<file path="src/rtl/mips_mem_arbiter_pkg.sv">
// Shared constants and state type for the unified-memory arbiter.
// Optional round-robin IF/MEM arbitration is enabled by MEM_ARB_RR_EN.
package mips_mem_arb_pkg;

  localparam int REQ_IF  = 0;
  localparam int REQ_MEM = 1;
  localparam int REQ_LD  = 2;
  localparam int NREQ    = 3;

  typedef enum logic {
    ARB_IDLE,
    ARB_BUSY
  } arb_state_t;

endpackage

</file>
<file path="src/rtl/mips_mem_arbiter_pick.sv">
// Eligible-mask to one-hot winner: LD first, then MEM/IF.
// MEM_ARB_RR_EN: MEM and IF alternate when both are eligible.
module mips_arb_pick
  import mips_mem_arb_pkg::*;
(
  input  logic [NREQ-1:0] elig,
`ifdef MEM_ARB_RR_EN
  input  logic            rr_last,
`endif
  output logic [NREQ-1:0] win
);

  always_comb begin
    win = '0;
`ifdef MEM_ARB_RR_EN
    // rr_last=1 means MEM was granted last, so IF goes first on a tie
    priority case (1'b1)
      elig[REQ_LD]:
        win[REQ_LD] = 1'b1;
      elig[REQ_MEM] && (!elig[REQ_IF] || !rr_last):
        win[REQ_MEM] = 1'b1;
      elig[REQ_IF]:
        win[REQ_IF] = 1'b1;
      default:
        win = '0;
    endcase
`else
    priority case (1'b1)
      elig[REQ_LD]:  win[REQ_LD]  = 1'b1;
      elig[REQ_MEM]: win[REQ_MEM] = 1'b1;
      elig[REQ_IF]:  win[REQ_IF]  = 1'b1;
      default:       win = '0;
    endcase
`endif
  end

endmodule

</file>
<file path="src/rtl/mips_mem_arbiter.sv">
// Single-port memory arbiter for IF / MEM / LD with fixed access latency.
// Define MEM_ARB_RR_EN for round-robin between IF and MEM.
module mips_mem_arbiter
  import mips_mem_arb_pkg::*;
#(
  parameter int AW      = 10,
  parameter int DW      = 32,
  parameter int MEM_LAT = 1
) (
  input  logic              clk,
  input  logic              rst_n,
  input  logic              halted,
  input  logic [NREQ-1:0]   req,
  input  logic [NREQ-1:0]   we,
  input  logic [NREQ*AW-1:0] addr,
  input  logic [NREQ*DW-1:0] wdata,
  output logic [NREQ-1:0]   gnt,
  output logic [NREQ-1:0]   done,
  output logic [DW-1:0]     rdata,
  output logic              mem_en,
  output logic              mem_we,
  output logic [AW-1:0]     mem_addr,
  output logic [DW-1:0]     mem_wdata,
  input  logic [DW-1:0]     mem_rdata
);

  localparam int CW = $clog2(MEM_LAT + 1);

  arb_state_t      state;
  logic [CW-1:0]   cnt;
  logic [NREQ-1:0] owner;
  logic            own_we;
  logic [NREQ-1:0] elig;
  logic [NREQ-1:0] win;
  logic            sel_we;
  logic [AW-1:0]   sel_addr;
  logic [DW-1:0]   sel_wdata;
`ifdef MEM_ARB_RR_EN
  logic            rr_last;
`endif

  assign elig = req & {1'b1, 1'b1, !halted};

  mips_arb_pick u_pick (
    .elig    (elig),
`ifdef MEM_ARB_RR_EN
    .rr_last (rr_last),
`endif
    .win     (win)
  );

  always_comb begin
    sel_we    = 1'b0;
    sel_addr  = '0;
    sel_wdata = '0;
    for (int i = 0; i < NREQ; i++) begin
      if (win[i]) begin
        sel_we    = we[i] && (i != REQ_IF);
        sel_addr  = addr[i*AW +: AW];
        sel_wdata = wdata[i*DW +: DW];
      end
    end
  end

  // Memory data is passed straight through in the done cycle only
  assign rdata = (|done && !own_we) ? mem_rdata : '0;

  always_ff @(posedge clk or negedge rst_n) begin
    if (!rst_n) begin
      state     <= ARB_IDLE;
      cnt       <= '0;
      owner     <= '0;
      own_we    <= 1'b0;
      gnt       <= '0;
      done      <= '0;
      mem_en    <= 1'b0;
      mem_we    <= 1'b0;
      mem_addr  <= '0;
      mem_wdata <= '0;
`ifdef MEM_ARB_RR_EN
      rr_last   <= 1'b0;
`endif
    end else begin
      gnt    <= '0;
      done   <= '0;
      mem_en <= 1'b0;
      mem_we <= 1'b0;
      case (state)
        ARB_IDLE: begin
          if (|win) begin
            gnt       <= win;
            owner     <= win;
            own_we    <= sel_we;
            mem_en    <= 1'b1;
            mem_we    <= sel_we;
            mem_addr  <= sel_addr;
            mem_wdata <= sel_wdata;
            cnt       <= CW'(MEM_LAT);
            state     <= ARB_BUSY;
`ifdef MEM_ARB_RR_EN
            if (win[REQ_IF] || win[REQ_MEM])
              rr_last <= win[REQ_MEM];
`endif
          end
        end
        ARB_BUSY: begin
          cnt <= cnt - CW'(1);
          if (cnt == CW'(1)) begin
            done  <= owner;
            owner <= '0;
            state <= ARB_IDLE;
          end
        end
      endcase
    end
  end

endmodule

</file>
<file path="config.mk">
export PLATFORM = sky130hd
export DESIGN_NAME = mips_mem_arbiter
export DESIGN_NICKNAME = d
export VERILOG_FILES = /design/src/rtl/mips_mem_arbiter_pkg.sv /design/src/rtl/mips_mem_arbiter_pick.sv /design/src/rtl/mips_mem_arbiter.sv
export SDC_FILE = /design/constraint.sdc
export NUM_CORES = 1
export LEC_CHECK = 0
export ABC_CLOCK_PERIOD_IN_PS = 3300
export BUFFER_PORTS_ARGS = -buffer_cell sky130_fd_sc_hd__buf_2
export CAP_MARGIN = 20
export CORE_ASPECT_RATIO = 0.7
export CORE_MARGIN = 2
export CORE_UTILIZATION = 45
export DETAILED_ROUTE_END_ITERATION = 8
export GPL_TIMING_DRIVEN = 0
export PLACE_DENSITY = 0.87
export SLEW_MARGIN = 20
export SYNTH_ARGS = -nofsm -noshare
export SYNTH_HDL_FRONTEND = slang
export SYNTH_SLANG_ARGS = --single-unit
</file>
<file path="constraint.sdc">
create_clock -name clk -period 3.3 [get_ports clk]
set_input_delay 0.66 -clock clk [delete_from_list [all_inputs] [get_ports clk]]
set_output_delay 0.66 -clock clk [all_outputs]
set_load 0.02 [all_outputs]
</file>
==> metrics.md <==
| Metric | Value |
|---|---|
| Rel. slew slack | 50.5% |
| Drt wl/cell | between 15 and 20 µm |
| Depth of the most critical reg-to-reg path | 4 |
| DR DRC count | 0 |
| Critical R2R Launch | state |
| Post-CTS Setup Inserts | 0 |
| PwrDens | 674 mW/mm² |
| Post-synth top area share | 39.9% |
| Minimum clock period | 2.21 ns |
| Area delta synth->final | 41.4% |
| Register area share after synthesis | 39.9% |
| Max Clock Skew | just under 0.006 ns |
| # setup viols final | 0 |
| Unrepaired setup endpoints after global routing | false |
| Max Freq | 452 MHz |
| Ys flop type | dfrtp_1 |
| Least-Margin Pin Slew | between 0.7 and 0.8 ns |
| Post-DRT Antenna Nets | 0 |
| Final Hold Fails | 0 |
| Clock root buffer | clkbuf_8 |
| Yosys top cell by area | dfrtp_1 |
| Die X | 110 µm |
| Row cnt | 26 |
| Synthesized cell area | 0.00351 mm² |
| Hold Slack | approximately 0.38 ns |
| Starting DRT DRC Count | 218 |
| WL final | 12.7 mm |
| Diodes inserted | 0 |
| GRT Total Usage | 28.9% |
| CP Launch Type | flop |
| Clk slew on worst S/H paths | 0.11 ns |
| Worst path arrival time | 1.55 ns |
| Number of distinct library cells after synthesis | 29 |
| Port Buffers | 246 |
| Leakage | approximately 0.0027 µW |
| Most frequent cell after synthesis | a21oi_1 |
| Async SR Flop Fraction | 100% |
| Die height | roughly 78 µm |
| Mean Syn Cell Area | approximately 8.5 µm² |
| Worst R2R Setup Slack | 1.84 ns |
| Max-slew violations | 0 |
| GRT overflow | 0 |
| Final Wtd Congestion | 0.892 |
| Antenna violations before repair | 0 |
| Most frequent cells after synthesis | 86 x a21oi_1, 56 x dfrtp_1, 43 x nand2b_1 |
| CTS sink count | 56 |
| Most area-consuming cells after synthesis | dfrtp_1 40%, a21oi_1 12%, a32o_1 12% |
| Final period util | 67.1% |
| Syn Inst Count | 412 |
| Synth warn | 0 |
| Final instance area | 0.00496 mm² |
| Net count, final | around 830 |
| Yosys reg bits | 56 |
| Die ar. | 0.00854 mm² |
| Initial DRT Pass Iterations | 5 |
| Placed instance area | 0.00487 mm² |
| Post-CTS sizing | 0 |
| Detail Placement HPWL | around 10 mm |
| Crit Path Category | flop to output pin |
| Initial Util | between 40 and 50% |
| Post-DR vias/cell | around 5.5 |
| Share of cells above drive strength 1 | 41.1% |
| Dpl ws | 1.25 ns |
| # IOs | about 250 |
| Peak VDD IR | between 400 and 500 µV |
| CP required | 2.64 ns |
| Outcome | completed |
| Core area | 0.00742 mm² |
| Num CTS Buffers | 5 |
| Crit path max fanout | 10 |
| Maximum number of pins on one net before global-route repair | 57 |
| Critical path capture point type | output pin |
| Hold Buf Count CTS | 0 |
| Syn nets | roughly 580 |
| First-pass GRT wire length | 19.1 mm |
| Setup tns final | 0 ns |
| Post-synth EDFFs | 0 |
| Vias | 4183 |
| Worst Hold Class | input port to asynchronous set/reset pin |
| Setup ws final | 1.09 ns |
| Max-cap viol count | 0 |
| Clk Latency, worst-skew pair | 0.31 ns |
| Clock buffer depth | 2 |
| FF-to-FF End | mem_wdata[25] |
| Vias in the first global route | a little over 4000 |
| H-tree depth | 2 |
| TritonCTS clock tree | yes |
==> how the worst max path moves through the flow <==
stage / start / end / slack (ns) / depth (start not counted)
final: done[1] / rdata[19] / 1.09 / 5
after global routing: done[1] / rdata[18] / 0.90 / 5
after CTS: done[1] / rdata[18] / 1.05 / 5
after detailed placement: halted / mem_wdata[31] / 1.25 / 5
after global placement: req[2] / mem_wdata[25] / 1.27 / 5
after floorplan: done[1] / rdata[10] / 1.48 / 4
==> critical path, stage by stage (launching register included) <==
cell and delay (ns):
dfrtp_1 0.36, nor3_1 0.05, nor2_1 0.21, clkbuf_1 0.28, and2_1 0.16, buf_2 0.18
==> metrics by stage <==
| stage | total power [µW] | utilization, % | instances |
|---|---|---|---|
| after floorplan | 2290 | - | 412 |
| after global placement | 2880 | 65.6 | 756 |
| after detailed placement | 2950 | 65.6 | 756 |
| after CTS | 3350 | 66.9 | 764 |
| after global routing | 3540 | 66.9 | 764 |
| final | 3350 | 66.9 | 764 |
==> power by group <==
part / internal (µW) / total (µW) / switching [µW]
clock network: 171 / 407 / 236
registers: 988 / 1170 / 179
logic: 722 / 1770 / 1050
==> layout make-up <==
cell class / count / area (µm²)
Buffer: 42 / 240
Multi-Input combinational cell: 270 / 1700
Timing Repair Buffer: 246 / 1230
Clock inverter: 2 / 15.0
Fill cell: 638 / 2450
Sequential cell: 56 / 1400
Clock buffer: 6 / 82.6
Tap cell: 98 / 123
Inverter: 44 / 165
==> cells by family (layout without fill, tap and decap cells) <==
family,count (synthesis),in the layout,share of synthesized area [%]
AOI/OAI and AO/OA,178,178,32.1
and+or+nand+nor,92,92,16.4
buffers and inverters,86,340,11.5
DFF,56,56,39.9
==> routing by layer <==
layer | up-vias | part of all wire (%) | global-route usage [%]
met4 | 0 | 2.6 | 9.87
li1 | 1939 | - | -
met5 | - | 0 | 0
met1 | 1948 | 38 | 33.1
met2 | 256 | 51 | 53.5
met3 | 40 | 9.0 | 5.38
==> state kept, by name, summed over array words and instances, names as in the netlist <==
register	cells
own_we	1
gnt	3
mem_addr	10
mem_en	1
owner	3
mem_wdata	32
mem_we	1
state	1
done	3
cnt	1
==> layout by cell type, fill, tap and decap left out, drive strengths merged, types with 30 or more instances in the layout <==
master  instances
buf           264
a21oi          86
dfrtp          56
o21ai          45
nand2b         44
inv            43
a32o           42
and2           33
clkbuf         30
Note: power is estimated with default switching activity, not from simulation.
